$ cat src/rtl/multi_cycle_controller.sv
// Control FSM for the multi-cycle RV32I core: sequences IF/ID/EX/MEM/WB over a shared
// datapath with a variable-latency memory handshake and counts retired instructions.
module multi_cycle_controller #(
   parameter int OPC_WIDTH = 7
) (
   input  logic                 clk,
   input  logic                 reset,
   input  logic [OPC_WIDTH-1:0] opcode,
   input  logic                 bcond,
   input  logic                 halt_req,
   input  logic                 mem_ready,
   output logic                 pc_write,
   output logic [1:0]           pc_source,
   output logic                 i_or_d,
   output logic                 mem_read,
   output logic                 mem_write,
   output logic                 ir_write,
   output logic                 reg_write,
   output logic [1:0]           wb_sel,
   output logic                 alu_src_a,
   output logic [1:0]           alu_src_b,
   output logic [1:0]           alu_op,
   output logic                 is_halted,
   output logic [31:0]          instret
);

   localparam logic [OPC_WIDTH-1:0] OP_R      = OPC_WIDTH'(7'b0110011);
   localparam logic [OPC_WIDTH-1:0] OP_I      = OPC_WIDTH'(7'b0010011);
   localparam logic [OPC_WIDTH-1:0] OP_LOAD   = OPC_WIDTH'(7'b0000011);
   localparam logic [OPC_WIDTH-1:0] OP_STORE  = OPC_WIDTH'(7'b0100011);
   localparam logic [OPC_WIDTH-1:0] OP_BRANCH = OPC_WIDTH'(7'b1100011);
   localparam logic [OPC_WIDTH-1:0] OP_JAL    = OPC_WIDTH'(7'b1101111);
   localparam logic [OPC_WIDTH-1:0] OP_JALR   = OPC_WIDTH'(7'b1100111);
   localparam logic [OPC_WIDTH-1:0] OP_SYSTEM = OPC_WIDTH'(7'b1110011);

   typedef enum logic [2:0] {
      S_IF   = 3'd0,
      S_ID   = 3'd1,
      S_EX   = 3'd2,
      S_MEM  = 3'd3,
      S_WB   = 3'd4,
      S_HALT = 3'd5
   } state_t;

   state_t      r_state;
   state_t      w_next;
   logic        w_retire;
   logic        w_known;
   logic [31:0] r_instret;

   // Opcodes that need an EX cycle; anything else decoded in ID retires as a NOP.
   always_comb begin
      w_known = 1'b0;
      case (opcode)
         OP_R, OP_I, OP_LOAD, OP_STORE, OP_BRANCH, OP_JAL, OP_JALR: w_known = 1'b1;
         default:                                                   w_known = 1'b0;
      endcase
   end

   always_ff @(posedge clk or negedge reset) begin
      if (!reset) r_state <= S_IF;
      else        r_state <= w_next;
   end

   always_comb begin
      w_next    = r_state;
      w_retire  = 1'b0;
      pc_write  = 1'b0;
      pc_source = 2'd0;
      i_or_d    = 1'b0;
      mem_read  = 1'b0;
      mem_write = 1'b0;
      ir_write  = 1'b0;
      reg_write = 1'b0;
      wb_sel    = 2'd0;
      alu_src_a = 1'b0;
      alu_src_b = 2'd0;
      alu_op    = 2'd0;
      is_halted = 1'b0;

      case (r_state)
         S_IF: begin
            mem_read = 1'b1;
            if (mem_ready) begin
               ir_write = 1'b1;
               w_next   = S_ID;
            end
         end

         S_ID: begin
            alu_src_b = 2'd2;
            if (opcode == OP_SYSTEM && halt_req) begin
               w_next = S_HALT;
            end else if (opcode == OP_SYSTEM || !w_known) begin
               pc_write = 1'b1;
               w_retire = 1'b1;
               w_next   = S_IF;
            end else begin
               w_next = S_EX;
            end
         end

         S_EX: begin
            w_next = S_IF;
            case (opcode)
               OP_R: begin
                  alu_src_a = 1'b1;
                  alu_op    = 2'd2;
                  w_next    = S_WB;
               end
               OP_I: begin
                  alu_src_a = 1'b1;
                  alu_src_b = 2'd2;
                  alu_op    = 2'd2;
                  w_next    = S_WB;
               end
               OP_LOAD, OP_STORE: begin
                  alu_src_a = 1'b1;
                  alu_src_b = 2'd2;
                  w_next    = S_MEM;
               end
               OP_BRANCH: begin
                  alu_src_a = 1'b1;
                  alu_op    = 2'd1;
                  pc_write  = 1'b1;
                  pc_source = bcond ? 2'd2 : 2'd0;
                  w_retire  = 1'b1;
               end
               OP_JAL: begin
                  pc_write  = 1'b1;
                  pc_source = 2'd2;
                  reg_write = 1'b1;
                  wb_sel    = 2'd2;
                  w_retire  = 1'b1;
               end
               OP_JALR: begin
                  alu_src_a = 1'b1;
                  alu_src_b = 2'd2;
                  pc_write  = 1'b1;
                  pc_source = 2'd1;
                  reg_write = 1'b1;
                  wb_sel    = 2'd2;
                  w_retire  = 1'b1;
               end
               default: w_next = S_IF;
            endcase
         end

         S_MEM: begin
            i_or_d = 1'b1;
            if (opcode == OP_LOAD) begin
               mem_read = 1'b1;
               if (mem_ready) w_next = S_WB;
            end else if (opcode == OP_STORE) begin
               mem_write = 1'b1;
               if (mem_ready) begin
                  pc_write = 1'b1;
                  w_retire = 1'b1;
                  w_next   = S_IF;
               end
            end else begin
               w_next = S_IF;
            end
         end

         S_WB: begin
            reg_write = 1'b1;
            pc_write  = 1'b1;
            wb_sel    = (opcode == OP_LOAD) ? 2'd1 : 2'd0;
            w_retire  = 1'b1;
            w_next    = S_IF;
         end

         S_HALT: is_halted = 1'b1;

         default: w_next = S_IF;
      endcase

      // Reset is asynchronous, so the enables must drop combinationally, not at the next edge.
      if (!reset) begin
         w_retire  = 1'b0;
         pc_write  = 1'b0;
         pc_source = 2'd0;
         i_or_d    = 1'b0;
         mem_read  = 1'b0;
         mem_write = 1'b0;
         ir_write  = 1'b0;
         reg_write = 1'b0;
         wb_sel    = 2'd0;
         alu_src_a = 1'b0;
         alu_src_b = 2'd0;
         alu_op    = 2'd0;
         is_halted = 1'b0;
      end
   end

   always_ff @(posedge clk or negedge reset) begin
      if (!reset)        r_instret <= 32'd0;
      else if (w_retire) r_instret <= r_instret + 32'd1;
   end

   assign instret = r_instret;

endmodule

$ cat config.mk
export PLATFORM = sky130hd
export DESIGN_NAME = multi_cycle_controller
export DESIGN_NICKNAME = d
export VERILOG_FILES = /design/src/rtl/multi_cycle_controller.sv
export SDC_FILE = /design/constraint.sdc
export NUM_CORES = 1
export LEC_CHECK = 0
export CAP_MARGIN = 20
export CORE_MARGIN = 3
export CORE_UTILIZATION = 40
export DETAILED_ROUTE_END_ITERATION = 10
export GPL_ROUTABILITY_DRIVEN = 0
export PLACE_DENSITY = 0.7
export SYNTH_ARGS = -nofsm -noshare
export SYNTH_HDL_FRONTEND = slang
export SYNTH_SLANG_ARGS = --single-unit
$ cat constraint.sdc
create_clock -name clk -period 4.1 [get_ports clk]
set_input_delay 0.41 -clock clk [delete_from_list [all_inputs] [get_ports clk]]
set_output_delay 0.41 -clock clk [all_outputs]
set_load 0.01 [all_outputs]
==> key figures, run 1 <==
Clock network
  • Clock Tree Buf Depth: 2
  • TritonCTS clock tree: done
  • CTS Sinks: 35
  • Buffer count from post-CTS setup fixing: 0
  • H-tree Lvls: 2
  • Clk root buf: clkbuf_8
  • Hold Buf Count CTS: 0
  • CTS Buf Count: 5
  • Clk pin slew, worst setup/hold paths: 0.07 ns
  • CTS resizes: 0
  • Later-pin clock latency in the skew report: 0.28 ns

STA
  • TNS Setup: 0 ns
  • Rel. slew slack: 53.8%
  • WHS: 0.186 ns
  • Max-slew violations: 0
  • Clock skew: 0.00501 ns
  • Max Fclk: 0.319 GHz
  • Tmin final: 3.13 ns
  • Slew @ Worst Pin: 0.691 ns
  • Setup ws final: 0.967 ns
  • RSZ-0062 raised after global routing: false
  • Final setup violating endpoints: 0
  • Final hold viol count: 0
  • Fin crit share: 76.4%

Die
  • # rows: 24
  • Die extent in x: 76.2 um
  • Core area: 4560 um2
  • Die Y: 76.2 um
  • Die Area: 5810 um2
  • Starting Density: 43.2%
  • IO Count: 60

Critical path
  • Critical R2R Capture: instret[25]
  • Worst Path Max Fanout: 10
  • FF-to-FF path depth: 6
  • Crit path DAT: 2.72 ns
  • Worst path required time: 3.69 ns
  • Reg-to-Reg Start: instret[4]
  • Kind of end point of the critical path: output port
  • CP Class: in2out
  • FF-to-FF setup slack: 1.93 ns
  • CP Launch Type: primary input

Synth
  • Avg Inst Size Synth: 9.22 um2
  • Main combinational cell family by area after synthesis: simple AND/OR/NAND/NOR gates
  • Synth Area in Adders: 0.634%
  • Area of the mapped netlist: 1970 um2
  • #FFs+latches synth: 35
  • Post-synthesis xor/xnor area fraction: 13.8%
  • Mux cell area share after synthesis: 1.08%
  • Synth area leaders: dfrtp_1 (44%), xnor2_1 (13%), nand4_1 (4.4%)
  • Sequential cell area fraction in the yosys report: 44.4%
  • Synth Area in Simple Gates: 27.2%
  • Post-synth EDFFs: 0
  • Cell count after synthesis: 214
  • Share of the synthesized area in the top cell type: 44.4%
  • Async SR Flop Fraction: 100%
  • Largest area contributor in the netlist: dfrtp_1
  • Warning count from the yosys run: 0
  • Post-synth top flop: dfrtp_1
  • Compound-Gate Fraction of Synth Area: 7.29%
  • Distinct cells, synth: 38
  • Post-synthesis net count: 227

Pwr
  • Comb pwr share: 27.3%
  • Flop pwr share: 46.1%
  • Leakage: 1.04 nW
  • Clock power frac: 26.6%
  • Int Power: 620 uW
  • Pwr dens: 345 nW/um2
  • Total Power: 915 uW
  • NetSw: 295 uW
  • Switching Share: 32.3%
  • Max VDD drop: 0.172 mV

Drt
  • Drt drc: 0
  • First DRT Iteration DRCs: 123
  • Vias: 1737
  • ANT nets after route: 0
  • Drt pass-1 iters: 7
  • Drt via density: 5.20
  • Post-Route WL: 4530 um
  • Avg WL per Cell: 13.6 um

Placement
  • Place WS: 0.951 ns
  • Number of buffers added on ports: 58
  • Detailed Place HPWL: 3330 um

Outcome
  • Status: completed

GRT
  • Total congestion overflow: 0
  • Initial antenna violation count: 0
  • Total Routing Usage GR: 16.1%
  • Pin count of the biggest net entering global routing: 38
  • Vias in the first global route: 1662
  • First-pass GRT wire length: 7820 um

Job
  • Max-cap violations: 0

Final layout
  • Post-route core utilization: 58.0%
  • Area growth, synth to finish: 34.2%
  • Ant. Diodes: 0
  • Share of layout cells above drive strength 1: 5.20%
  • NumNets Final: 281

Worst hold path
  • HP Class: in2async
## power groups by stage
stage | Sequential, mW | Clock [mW] | Combinational, mW
floorplan | 0.418 | 0 | 0.155
global placement | 0.426 | 0 | 0.249
detailed placement | 0.428 | 0 | 0.252
CTS | 0.422 | 0.249 | 0.252
global route | 0.428 | 0.266 | 0.273
finish | 0.422 | 0.243 | 0.250
## metal layers
metal / vias up / wire, um / GRT usage (%) / part of all wire, %
li1: 851 / - / - / -
met2: 59 / 2160 / 26.4 / 48
met1: 825 / 2080 / 21.1 / 46
met4: 0 / 29 / 3.99 / 0.64
met3: 2 / 262 / 4.49 / 5.8
met5: - / 0 / 0 / 0
## worst max-delay path, cell delays in order
cell and delay [ns]:
clkdlybuf4s50_1 0.55, nand3b_1 0.25, or3_1 0.49, o22ai_1 0.24, nand3_1 0.10, a21oi_1 0.15
clkdlybuf4s50_1 0.54
## area by class of cell
class	instances	area (um2)
clock buffers	6	72.6
clock inverters	2	12.5
fillers	418	1920
inverters	7	26.3
multi-input cells	159	990
flip-flops and latches	35	876
well taps	65	81.3
repair buffers	60	591
## state kept, by name (all words and copies together) (netlist names)
register,count
r_state,3
instret,32
## layout by cell type (no fill, tap or decap), types with 2 or more instances in the layout
cell type and instances:
nor4_1 3, a21oi_1 9, nand4_1 14, o21ai_0 2, clkbuf_8 5, nand2b_1 3
xnor2_1 30, and3_1 12, nand2_1 19, nor3_1 9, clkdlybuf4s50_1 57, or3_1 3
nor2b_1 2, dfrtp_1 35, buf_4 2, nand3_1 16, inv_1 6, and2_1 3
nor2_1 16, nand3b_1 2
## cells by family after synthesis
group	count (synthesis)
AOI/OAI and AO/OA	20
and+or+nand+nor	104
muxes	2
other	1
adders and majority gates	1
buffers and inverters	20
xor gates and xnor gates	31
DFF	35
## how the worst max path moves through the flow
stage,from,to,depth (start not counted)
after detailed placement,opcode[4],alu_src_b[1],7
after global routing,opcode[4],alu_src_b[1],7
after global placement,opcode[4],alu_src_b[1],7
after floorplan,opcode[4],alu_src_b[1],7
after CTS,opcode[4],alu_src_b[1],7
final,opcode[4],alu_src_b[1],7
## Yosys cell counts (all sizes together) (2+ instances only)
cell type and number:
a21oi 9, a31oi 2, and2 3, and3 12, buf 9, clkbuf 4
dfrtp 35, inv 6, nand2 19, nand2b 3, nand3 16, nand3b 2
nand4 14, nor2 16, nor2b 2, nor3 9, nor4 3, o21ai 2
or3 3, xnor2 30
## stage by stage
stage | instances | cell area [um2]
6_report | 334 | 2650
2_1_floorplan | 214 | 1970
5_1_grt | 334 | 2650
4_1_cts | 334 | 2650
3_3_place_gp | 326 | 2560
3_5_place_dp | 326 | 2560
No activity file was read; power rests on OpenSTA's default activity.
==> run 2, diff against run 1 <==
PLACE_DENSITY = 0.73   (was 0.7)
clock period = 2.7 ns   (was 4.1 ns; I/O delays follow)
==> key figures, run 2 (synthesis gave the netlist of run 1 again) <==
Final layout
  • Largest register FFs: 32 (unchanged)
  • Most common cell after layout, fill and taps aside: clkdlybuf4s50_1
  • NumNets Final: 290 (+3.2%)
  • Most frequent cells in the layout: clkdlybuf4s50_1 (56), dfrtp_1 (35), xnor2_1 (30), nand2_1 (19)
  • Post-route core utilization: 60.1% (+2.1 points)
  • Share of layout cells above drive strength 1: 8.30% (+3.1 points)
  • Area growth, synth to finish: 39.0%
  • Ant. Diodes: 0 (unchanged)
  • Final Cell Area: 2740 um2 (+3.5%)
  • Fillers: 416 (-0.48%)

Pwr
  • Switching Share: 29.0% (-3.2 points)
  • Max VDD drop: 0.272 mV (+58%)
  • Comb pwr share: 26.3% (-1.0 points)
  • Total Power: 1.46 mW (+60%)
  • Clock power frac: 29.9% (+3.3 points)
  • Leakage: 1.11 nW (+6.4%)
  • Pwr dens: 532 nW/um2 (+54%)
  • Flop pwr share: 43.7% (-2.4 points)
  • Int Power: 1.04 mW (+67%)
  • NetSw: 424 uW (+44%)

Clock network
  • Clk root buf: clkbuf_8
  • Clock Tree Buf Depth: 2 (unchanged)
  • TritonCTS clock tree: done
  • Clk pin slew, worst setup/hold paths: 0.07 ns (about the same)
  • H-tree Lvls: 2 (unchanged)
  • Later-pin clock latency in the skew report: 0.27 ns (about the same)
  • CTS Buf Count: 5 (unchanged)
  • CTS Sinks: 35 (unchanged)
  • Hold Buf Count CTS: 0 (unchanged)

Worst hold path
  • HP Class: in2async

STA
  • Clock skew: 0.00552 ns (+0.000513 ns)
  • Final hold viol count: 0 (unchanged)
  • Max Fclk: 0.378 GHz
  • WHS: 0.0678 ns (-0.119 ns)
  • Max-slew violations: 0 (unchanged)
  • Rel. slew slack: 61.6% (+7.7 points)
  • RSZ-0062 raised after global routing: true
  • Tmin final: 2.65 ns
  • Fin crit share: 98.1%
  • Final setup violating endpoints: 0 (unchanged)
  • Slew @ Worst Pin: 0.575 ns (-0.117 ns)
  • TNS Setup: 0 ns (unchanged)

Drt
  • Drt pass-1 iters: 4 (-3)
  • First DRT Iteration DRCs: 85 (-31%)
  • Post-Route WL: 4460 um (-1.5%)
  • Drt drc: 0 (unchanged)
  • Vias: 1738 (+0.058%)
  • Avg WL per Cell: 13.0 um (-3.8%)
  • ANT nets after route: 0 (unchanged)
  • Drt via density: 5.08 (-2.3%)

GRT
  • First-pass GRT wire length: 7980 um (+2.1%)
  • Vias in the first global route: 1694 (+1.9%)
  • Pin count of the biggest net entering global routing: 37 (-2.6%)
  • Total congestion overflow: 0 (unchanged)
  • Initial antenna violation count: 0 (unchanged)
  • Total Routing Usage GR: 16.6% (+0.44 points)

Placement
  • Area after DPL: 2630 um2 (+2.6%)
  • Detailed Place HPWL: 3420 um (+2.7%)
  • Number of buffers added on ports: 58 (unchanged)

Critical path
  • CP Class: in2out
  • CP Launch Type: primary input
  • Critical R2R Capture: instret[1]
  • Crit path DAT: 2.38 ns (-0.34 ns)
  • FF-to-FF setup slack: 0.60 ns (-1.33 ns)
  • Crit-path max cell delay: 0.56 ns (about the same)
  • Most frequent CP cell: clkdlybuf4s50_1
  • Worst setup startpoint: opcode[6]
  • FF-to-FF path depth: 6 (unchanged)
  • Worst Path Max Fanout: 5 (-5)
  • Reg-to-Reg Start: r_state[0]
  • WP depth: 7 (unchanged)
  • Crit path to: alu_src_b[1]
  • Worst path required time: 2.43 ns (-1.26 ns)
  • Kind of end point of the critical path: output port
  • Buffers & Inverters on Critical Path: 2 (unchanged)
  • Crit-path slowest cell: clkdlybuf4s50_1
  • Critical-path cell list: clkdlybuf4s50_1 -> nand2_1 -> or3_1 -> o22ai_2 -> nand3_1 -> a21oi_1 -> clkdlybuf4s50_1
  • Top delay family on crit path: buffers and inverters

Die
  • IO Count: 60 (unchanged)
  • Die extent in x: 76.2 um (unchanged)
  • Starting Density: 43.2% (unchanged)
  • Core area: 4560 um2 (unchanged)
  • # rows: 24 (unchanged)
  • Die Area: 5810 um2 (unchanged)
  • Die Y: 76.2 um (unchanged)

Outcome
  • Status: completed

Job
  • Max-cap violations: 0 (unchanged)
[run 2: cell types whose count changed in the layout (fill, tap and decap cells not counted)]
cell and delta:
bufinv_16 +1, clkinvlp_4 -1, clkinv_2 -1, o22ai_2 +1, clkdlybuf4s50_1 -1, buf_4 +9, dlymetal6s2s_1 +1, o22ai_1 -1
[run 2: routing by layer]
| layer | GRT usage (%) | share of wire [%] | routed length, um |
|---|---|---|---|
| met1 | 22.1 | 46 | 2040 |
| met2 | 27.3 | 49 | 2170 |
| met3 | 3.07 | 4.7 | 210 |
| met4 | 4.89 | 0.96 | 43 |
| met5 | 0 | 0 | 0 |
[run 2: stage by stage]
stage / instances / setup slack, ns
final: 342 / 0.0513
after global routing: 342 / -0.0188
after CTS: 342 / 0.0425
after detailed placement: 335 / 0.0457
after global placement: 335 / 0.0954
after floorplan: 214 / 0.851
[run 2: power groups by stage]
stage	combinational (mW)	sequential (mW)	clock, mW
after detailed placement	0.387	0.647	0
after global routing	0.424	0.649	0.473
final	0.385	0.639	0.437
after global placement	0.384	0.646	0
after CTS	0.388	0.638	0.450
after floorplan	0.236	0.634	0
[run 2: worst min path at each step]
stage	from	to	slack, ns	cells after the start
2_1_floorplan	reset	instret[0]	-0.03	0
3_3_place_gp	reset	instret[1]	0.37	2
3_5_place_dp	reset	instret[1]	0.38	2
4_1_cts	reset	instret[26]	0.08	2
5_1_grt	reset	instret[23]	0.11	2
6_report	reset	instret[22]	0.07	2
[run 2: timing repair]
| item | in CTS | in global routing |
|---|---|---|
| resized for setup | 0 | 2 |
| endpoints found under the setup margin | 0 | 1 |
| setup buffers | 0 | 0 |
[run 2: area by class of cell]
| cell class | instances | area, um2 | area share, % |
|---|---|---|---|
| Tap cell | 65 | 81.3 | 2.97 |
| Inverter | 7 | 26.3 | 0.958 |
| Clock buffer | 6 | 72.6 | 2.65 |
| Timing Repair Buffer | 69 | 661 | 24.1 |
| Multi-Input combinational cell | 159 | 996 | 36.3 |
| Sequential cell | 35 | 876 | 31.9 |
| Clock inverter | 1 | 30.0 | 1.09 |
==> run 3, diff against run 2 <==
GPL_ROUTABILITY_DRIVEN = unset   (was 0)
==> results of run 3 <==
No change in the layout: final DEF, timing and power equal those of run 2.
